[src/rtl/aes_pkg.sv]
// -----------------------------------------------------------------------------
// aes_pkg
// Shared AES types and constants for the key schedule and round datapath.
//   aes_word   : 32-bit AES word (four bytes, MSB byte first)
//   key_128    : 128-bit key / round key, word [0] in bits [127:96]
//   NR_AES128  : number of AES-128 rounds
//   RCON       : round constants, indexed 1..10
//   SBOX       : forward AES S-box
// -----------------------------------------------------------------------------
package aes_pkg;

   typedef logic [31:0]  aes_word;
   typedef logic [127:0] key_128;

   localparam int NR_AES128 = 10;

   localparam logic [7:0] RCON [1:10] = '{
      8'h01, 8'h02, 8'h04, 8'h08, 8'h10, 8'h20, 8'h40, 8'h80, 8'h1b, 8'h36
   };

   localparam logic [7:0] SBOX [0:255] = '{
      8'h63, 8'h7c, 8'h77, 8'h7b, 8'hf2, 8'h6b, 8'h6f, 8'hc5, 8'h30, 8'h01, 8'h67, 8'h2b, 8'hfe, 8'hd7, 8'hab, 8'h76,
      8'hca, 8'h82, 8'hc9, 8'h7d, 8'hfa, 8'h59, 8'h47, 8'hf0, 8'had, 8'hd4, 8'ha2, 8'haf, 8'h9c, 8'ha4, 8'h72, 8'hc0,
      8'hb7, 8'hfd, 8'h93, 8'h26, 8'h36, 8'h3f, 8'hf7, 8'hcc, 8'h34, 8'ha5, 8'he5, 8'hf1, 8'h71, 8'hd8, 8'h31, 8'h15,
      8'h04, 8'hc7, 8'h23, 8'hc3, 8'h18, 8'h96, 8'h05, 8'h9a, 8'h07, 8'h12, 8'h80, 8'he2, 8'heb, 8'h27, 8'hb2, 8'h75,
      8'h09, 8'h83, 8'h2c, 8'h1a, 8'h1b, 8'h6e, 8'h5a, 8'ha0, 8'h52, 8'h3b, 8'hd6, 8'hb3, 8'h29, 8'he3, 8'h2f, 8'h84,
      8'h53, 8'hd1, 8'h00, 8'hed, 8'h20, 8'hfc, 8'hb1, 8'h5b, 8'h6a, 8'hcb, 8'hbe, 8'h39, 8'h4a, 8'h4c, 8'h58, 8'hcf,
      8'hd0, 8'hef, 8'haa, 8'hfb, 8'h43, 8'h4d, 8'h33, 8'h85, 8'h45, 8'hf9, 8'h02, 8'h7f, 8'h50, 8'h3c, 8'h9f, 8'ha8,
      8'h51, 8'ha3, 8'h40, 8'h8f, 8'h92, 8'h9d, 8'h38, 8'hf5, 8'hbc, 8'hb6, 8'hda, 8'h21, 8'h10, 8'hff, 8'hf3, 8'hd2,
      8'hcd, 8'h0c, 8'h13, 8'hec, 8'h5f, 8'h97, 8'h44, 8'h17, 8'hc4, 8'ha7, 8'h7e, 8'h3d, 8'h64, 8'h5d, 8'h19, 8'h73,
      8'h60, 8'h81, 8'h4f, 8'hdc, 8'h22, 8'h2a, 8'h90, 8'h88, 8'h46, 8'hee, 8'hb8, 8'h14, 8'hde, 8'h5e, 8'h0b, 8'hdb,
      8'he0, 8'h32, 8'h3a, 8'h0a, 8'h49, 8'h06, 8'h24, 8'h5c, 8'hc2, 8'hd3, 8'hac, 8'h62, 8'h91, 8'h95, 8'he4, 8'h79,
      8'he7, 8'hc8, 8'h37, 8'h6d, 8'h8d, 8'hd5, 8'h4e, 8'ha9, 8'h6c, 8'h56, 8'hf4, 8'hea, 8'h65, 8'h7a, 8'hae, 8'h08,
      8'hba, 8'h78, 8'h25, 8'h2e, 8'h1c, 8'ha6, 8'hb4, 8'hc6, 8'he8, 8'hdd, 8'h74, 8'h1f, 8'h4b, 8'hbd, 8'h8b, 8'h8a,
      8'h70, 8'h3e, 8'hb5, 8'h66, 8'h48, 8'h03, 8'hf6, 8'h0e, 8'h61, 8'h35, 8'h57, 8'hb9, 8'h86, 8'hc1, 8'h1d, 8'h9e,
      8'he1, 8'hf8, 8'h98, 8'h11, 8'h69, 8'hd9, 8'h8e, 8'h94, 8'h9b, 8'h1e, 8'h87, 8'he9, 8'hce, 8'h55, 8'h28, 8'hdf,
      8'h8c, 8'ha1, 8'h89, 8'h0d, 8'hbf, 8'he6, 8'h42, 8'h68, 8'h41, 8'h99, 8'h2d, 8'h0f, 8'hb0, 8'h54, 8'hbb, 8'h16
   };

   // Forward S-box substitution of one byte.
   function automatic logic [7:0] sbox_lookup(input logic [7:0] b);
      return SBOX[b];
   endfunction

   // Round constant for round rnd; rounds outside 1..10 yield zero.
   function automatic logic [7:0] rcon_lookup(input logic [3:0] rnd);
      if ((rnd >= 4'd1) && (rnd <= 4'd10)) begin
         return RCON[rnd];
      end else begin
         return 8'h00;
      end
   endfunction

   // Extract word idx of a key; word 0 is the most significant word.
   function automatic aes_word key_word(input key_128 k, input logic [1:0] idx);
      aes_word w;
      case (idx)
         2'd0:    w = k[127:96];
         2'd1:    w = k[95:64];
         2'd2:    w = k[63:32];
         2'd3:    w = k[31:0];
         default: w = 32'd0;
      endcase
      return w;
   endfunction

   // Cyclic left rotate by one byte (not a shift: the top byte wraps around).
   function automatic aes_word rot_word(input aes_word w);
      return {w[23:0], w[31:24]};
   endfunction

endpackage

[src/rtl/aes_sub_word.sv]
// -----------------------------------------------------------------------------
// aes_sub_word
// Combinational SubWord: applies the AES S-box to each byte of one word.
// Shared between the key schedule and the cipher SubBytes stage.
//   w_i : input word
//   w_o : byte-wise substituted word
// -----------------------------------------------------------------------------
module aes_sub_word
   import aes_pkg::*;
(
   input  aes_word w_i,
   output aes_word w_o
);

   assign w_o = {sbox_lookup(w_i[31:24]),
                 sbox_lookup(w_i[23:16]),
                 sbox_lookup(w_i[15:8]),
                 sbox_lookup(w_i[7:0])};

endmodule

[src/rtl/aes_round_key_store.sv]
// -----------------------------------------------------------------------------
// aes_round_key_store
// Expands a 128-bit AES cipher key into the 11 AES-128 round keys, one per
// clock, stores them in an internal buffer and serves them by index through a
// registered read port.
//   clk        : clock, rising edge
//   rst        : synchronous active-high reset
//   key_valid  : cipher key offered on key_i
//   key_ready  : block can accept a new cipher key
//   key_i      : cipher key, word 0 in bits [127:96]
//   rk_addr    : round-key index 0..10 (11..15 read as zero)
//   rk_o       : registered round key, one cycle after rk_addr
//   keys_ready : all round keys of the last accepted key are valid
//   busy       : expansion in progress
// -----------------------------------------------------------------------------
module aes_round_key_store
   import aes_pkg::*;
(
   input  logic         clk,
   input  logic         rst,
   input  logic         key_valid,
   output logic         key_ready,
   input  key_128       key_i,
   input  logic [3:0]   rk_addr,
   output key_128       rk_o,
   output logic         keys_ready,
   output logic         busy
);

   localparam logic [1:0] ST_IDLE   = 2'd0;
   localparam logic [1:0] ST_EXPAND = 2'd1;
   localparam logic [1:0] ST_VALID  = 2'd2;

   localparam logic [3:0] NR_IDX    = 4'(NR_AES128);

   logic [1:0] state_q, state_d;
   logic [3:0] rnd_q, rnd_d;
   key_128     prev_q, prev_d;
   key_128     rk_q, rk_d;
   logic       key_ready_q, keys_ready_q, busy_q;

   key_128     buf_q [0:10];

   logic       wr_en_s;
   logic [3:0] wr_idx_s;
   key_128     wr_data_s;

   aes_word    rot_s;
   aes_word    sub_s;
   aes_word    t_s;
   aes_word    n0_s, n1_s, n2_s, n3_s;
   key_128     next_key_s;

   assign rot_s = rot_word(key_word(prev_q, 2'd3));

   aes_sub_word u_sub_word (
      .w_i (rot_s),
      .w_o (sub_s)
   );

   // One key-schedule step from the previous round key.
   always_comb begin
      t_s        = sub_s ^ {rcon_lookup(rnd_q), 24'h000000};
      n0_s       = key_word(prev_q, 2'd0) ^ t_s;
      n1_s       = key_word(prev_q, 2'd1) ^ n0_s;
      n2_s       = key_word(prev_q, 2'd2) ^ n1_s;
      n3_s       = key_word(prev_q, 2'd3) ^ n2_s;
      next_key_s = {n0_s, n1_s, n2_s, n3_s};
   end

   // Next-state, round counter and buffer-write control.
   always_comb begin
      state_d   = state_q;
      rnd_d     = rnd_q;
      prev_d    = prev_q;
      wr_en_s   = 1'b0;
      wr_idx_s  = 4'd0;
      wr_data_s = 128'd0;
      case (state_q)
         ST_IDLE, ST_VALID: begin
            if (key_valid) begin
               wr_en_s   = 1'b1;
               wr_idx_s  = 4'd0;
               wr_data_s = key_i;
               prev_d    = key_i;
               rnd_d     = 4'd1;
               state_d   = ST_EXPAND;
            end else begin
               state_d   = state_q;
            end
         end
         ST_EXPAND: begin
            wr_en_s   = 1'b1;
            wr_idx_s  = rnd_q;
            wr_data_s = next_key_s;
            prev_d    = next_key_s;
            if (rnd_q == NR_IDX) begin
               rnd_d   = 4'd0;
               state_d = ST_VALID;
            end else begin
               rnd_d   = rnd_q + 4'd1;
               state_d = ST_EXPAND;
            end
         end
         default: begin
            state_d = ST_IDLE;
            rnd_d   = 4'd0;
         end
      endcase
      // A reset edge aborts the expansion without touching the buffer.
      if (rst) begin
         wr_en_s = 1'b0;
      end else begin
         wr_en_s = wr_en_s;
      end
   end

   // Read-port selection; out-of-range indices return zero.
   always_comb begin
      if (rk_addr <= NR_IDX) begin
         rk_d = buf_q[rk_addr];
      end else begin
         rk_d = 128'd0;
      end
   end

   // FSM state, schedule registers and status flags decoded from next state.
   always_ff @(posedge clk) begin
      if (rst) begin
         state_q      <= ST_IDLE;
         rnd_q        <= 4'd0;
         prev_q       <= 128'd0;
         key_ready_q  <= 1'b1;
         keys_ready_q <= 1'b0;
         busy_q       <= 1'b0;
      end else begin
         state_q      <= state_d;
         rnd_q        <= rnd_d;
         prev_q       <= prev_d;
         key_ready_q  <= (state_d != ST_EXPAND);
         keys_ready_q <= (state_d == ST_VALID);
         busy_q       <= (state_d == ST_EXPAND);
      end
   end

   // Round-key buffer; intentionally not cleared by reset.
   always_ff @(posedge clk) begin
      if (wr_en_s) begin
         buf_q[wr_idx_s] <= wr_data_s;
      end
   end

   // Registered read port; a same-cycle write is seen one cycle later.
   always_ff @(posedge clk) begin
      if (rst) begin
         rk_q <= 128'd0;
      end else begin
         rk_q <= rk_d;
      end
   end

   assign key_ready  = key_ready_q;
   assign keys_ready = keys_ready_q;
   assign busy       = busy_q;
   assign rk_o       = rk_q;

endmodule

[config.mk]
export PLATFORM = sky130hd
export DESIGN_NAME = aes_round_key_store
export DESIGN_NICKNAME = d
export VERILOG_FILES = /design/src/rtl/aes_pkg.sv /design/src/rtl/aes_sub_word.sv /design/src/rtl/aes_round_key_store.sv
export SDC_FILE = /design/constraint.sdc
export NUM_CORES = 2
export LEC_CHECK = 0
export BUFFER_PORTS_ARGS = -buffer_cell sky130_fd_sc_hd__buf_2
export CAP_MARGIN = 15
export CORE_MARGIN = 5
export CORE_UTILIZATION = 65
export CTS_CLUSTER_DIAMETER = 60
export DETAILED_ROUTE_END_ITERATION = 8
export PLACE_DENSITY_LB_ADDON = 0.1
export SLEW_MARGIN = 20
export SYNTH_ARGS = -nofsm -noshare
export SYNTH_HDL_FRONTEND = slang
export SYNTH_SLANG_ARGS = --single-unit
[constraint.sdc]
create_clock -name clk -period 41.2 [get_ports clk]
set_input_delay 0 -clock clk [delete_from_list [all_inputs] [get_ports clk]]
set_output_delay 0 -clock clk [all_outputs]
set_load 0.005 [all_outputs]
==> out/results.tsv <==
metric	value	unit
DRT Pass-1 Iters	9	
RSZ-0062 raised after global routing	false	
vias in the first global route	58900	
Setup crit end kind	register	
Horiz. Die Dim	360	um
Initial Util	65.3	%
Mapped Area	0.0795	mm2
hold crit path type	primary input to register	
Core ar.	0.122	mm2
HPWL Detailed	167000	um
clock buffer depth	3	
Slew HR	20.0	%
WS Path Type	register to register	
DRT Wirelength	293000	um
Max Clock Freq	169	MHz
skew final	44.1	ps
vias per cell	7.54	
Cell Chain, Critical Path	buf_4 > clkinv_1 > ha_1 > nor2b_1 > o311ai_0 > o31ai_1 > a221oi_1 > o32ai_2 > xnor2_1 > nor2_1 > a221oi_1 > nor2_1 > dlygate4sd3_1	
RD Place Congestion	1.04	
Setup TNS	0	ps
max capacitance violation total	0	
CTS tree	done	
most common cell after layout, fill and taps aside	edfxtp_1	
Syn Inst Count	6058	
Worst Tran Pin Value	1190	ps
H-Tree Level Count	4	
Vias	60300	
Synth async-reset ratio	0	%
I/O pin cnt	266	
Cells on Worst Hold Path	3	
GRT Total Usage	44.3	%
EDFF count, synth	1408	
fraction of layout cells with a size suffix above 1	16.3	%
crit path max fanout	40	
Rows	128	
RR Startpoint	prev_q[0]	
I/O Buffers	265	
antenna viol nets, final	0	
Final Setup Violations	0	
data required time at the worst endpoint	41860	ps
Iter 0 DRT Violations	11500	
Post-Syn Area per Cell	13.1	um2
part of the Yosys area used for sequential elements	59.9	%
die footprint	0.129	mm2
Worst Setup SP	prev_q[0]	
CTS Sinks	1673	
Worst-path clk slew	60	ps
dpl cells	7526	
R2R depth	13	
Syn Nets	6255	
drt drc	0	
PwrDens	70.6	mW/mm2
Hold WS	50.8	ps
Leakage	30.2	nW
Final Max Slew Viols	0	
fillers	7344	
worst skew pair latency	820	ps
Synthesis Warnings	0	
die height	360	um
min-delay src	key_i[28]	
slowest cell on the critical path	ha_1	
largest net degree at the start of global routing	177	
VDD IR max	0.0650	mV
Setup WS pre-CTS	35740	ps
Root Driver	clkbuf_16	
Setup WS post-layout	35290	ps
GRT overflow	0	
Layout area overhead	11.5	%
nets	6427	
final number of hold-violating endpoints	0	
CTS Buf Count	161	
first-pass GRT wire length	419000	um
post-synthesis cell type count	106	
fin crit share	14.3	%
minimum clock period after layout	5910	ps
most frequent cells in the layout	edfxtp_1 (1408), nand2_1 (418), nor2_1 (367)	
Final Power	6.25	mW
worst path arrival time	6580	ps
CP Launch Type	register	
ys flop type	edfxtp_1	
initial antenna violation count	17	
non-filler instance count after layout	8002	
crit-path max cell delay	940	ps
status	completed	
Seq cells post-synth	1673	
Wirelength per Cell	36.6	um
-- metal layers --
layer | global-route usage (%) | routed length [um] | vias to the layer above
met5 | 0 | 54 | -
met4 | 23.5 | 20200 | 10
met3 | 13.5 | 43500 | 1111
met2 | 67.5 | 132000 | 5850
met1 | 58.0 | 97100 | 29400
li1 | - | - | 23900
-- cell usage after synthesis (99+ instances only) --
master / instances / area share, %
a211oi_1: 310 / 2.9
a21oi_1: 335 / 2.1
a31oi_1: 108 / 0.85
buf_2: 146 / 0.92
clkbuf_1: 282 / 1.3
dfxtp_1: 265 / 6.7
edfxtp_1: 1408 / 53
mux2i_1: 163 / 2.1
mux4_2: 279 / 7.9
nand2_1: 419 / 2.0
nand2b_1: 138 / 1.1
nor2_1: 375 / 1.8
nor2b_1: 230 / 1.8
nor3_1: 99 / 0.62
o21ai_0: 188 / 1.2
-- cells by family (layout without fill, tap and decap cells) --
kind of cell / Yosys count / count (layout) / share of synthesized area [%]
adder cells (fa/ha/maj): 63 / 63 / 0.989
XOR/XNOR: 175 / 175 / 2.32
AO/OA/AOI/OAI: 1551 / 1551 / 13.7
flip-flops: 1673 / 1673 / 59.9
other: 0 / 7 / 0
buffers and inverters: 595 / 907 / 3.44
AND/OR/NAND/NOR: 1547 / 1547 / 9.53
multiplexers: 454 / 454 / 10.1
-- final timing paths --
check             slack (ps)           end
hold / removal            50  buf_q[1][28]
hold reg to reg          490    prev_q[55]
setup reg to reg       35290    prev_q[46]
setup / recovery       35290    prev_q[46]
-- registers in the layout, indices dropped and copies added, names as in the netlist --
register,flops
busy,1
state_q,2
key_ready,1
prev_q,128
rnd_q,4
rk_o,128
buf_q,1408
keys_ready,1
-- layout make-up --
cell class | instances | area, um2 | area share, %
well taps | 1625 | 2030 | 2.29
multi-input cells | 3790 | 29300 | 33.1
clock inverters | 86 | 998 | 1.13
repair buffers | 552 | 4040 | 4.56
diodes | 7 | 17.5 | 0.0198
flip-flops and latches | 1673 | 47600 | 53.7
clock buffers | 217 | 4430 | 5.00
inverters | 52 | 195 | 0.220
-- worst max-delay path, delay by kind of cell (launching register included) --
kind	cells	cell delay, ps
XOR/XNOR	1	770
adder cells (fa/ha/maj)	1	940
flip-flops	1	310
buffers and inverters	3	1560
AO/OA/AOI/OAI	5	1870
AND/OR/NAND/NOR	3	290
-- power breakdown --
group          switching, mW  internal [mW]
clock                  0.687          0.851
sequential             0.109           2.13
combinational           1.71          0.770
-- through the flow --
stage	util (%)	cell area [um2]
floorplan	-	79500
global route	72.8	88600
global placement	67.0	81500
CTS	72.8	88600
detailed placement	67.0	81500
finish	72.8	88600
-- repair_timing --
item                                    in CTS  in global routing
hold endpoints to repair                  1038                 32
endpoints found under the setup margin       0                  0
resized for setup                            0                  0
hold buffers                               162                  3
buffers inserted                             0                  0
Power figures use the tool's default switching activity.
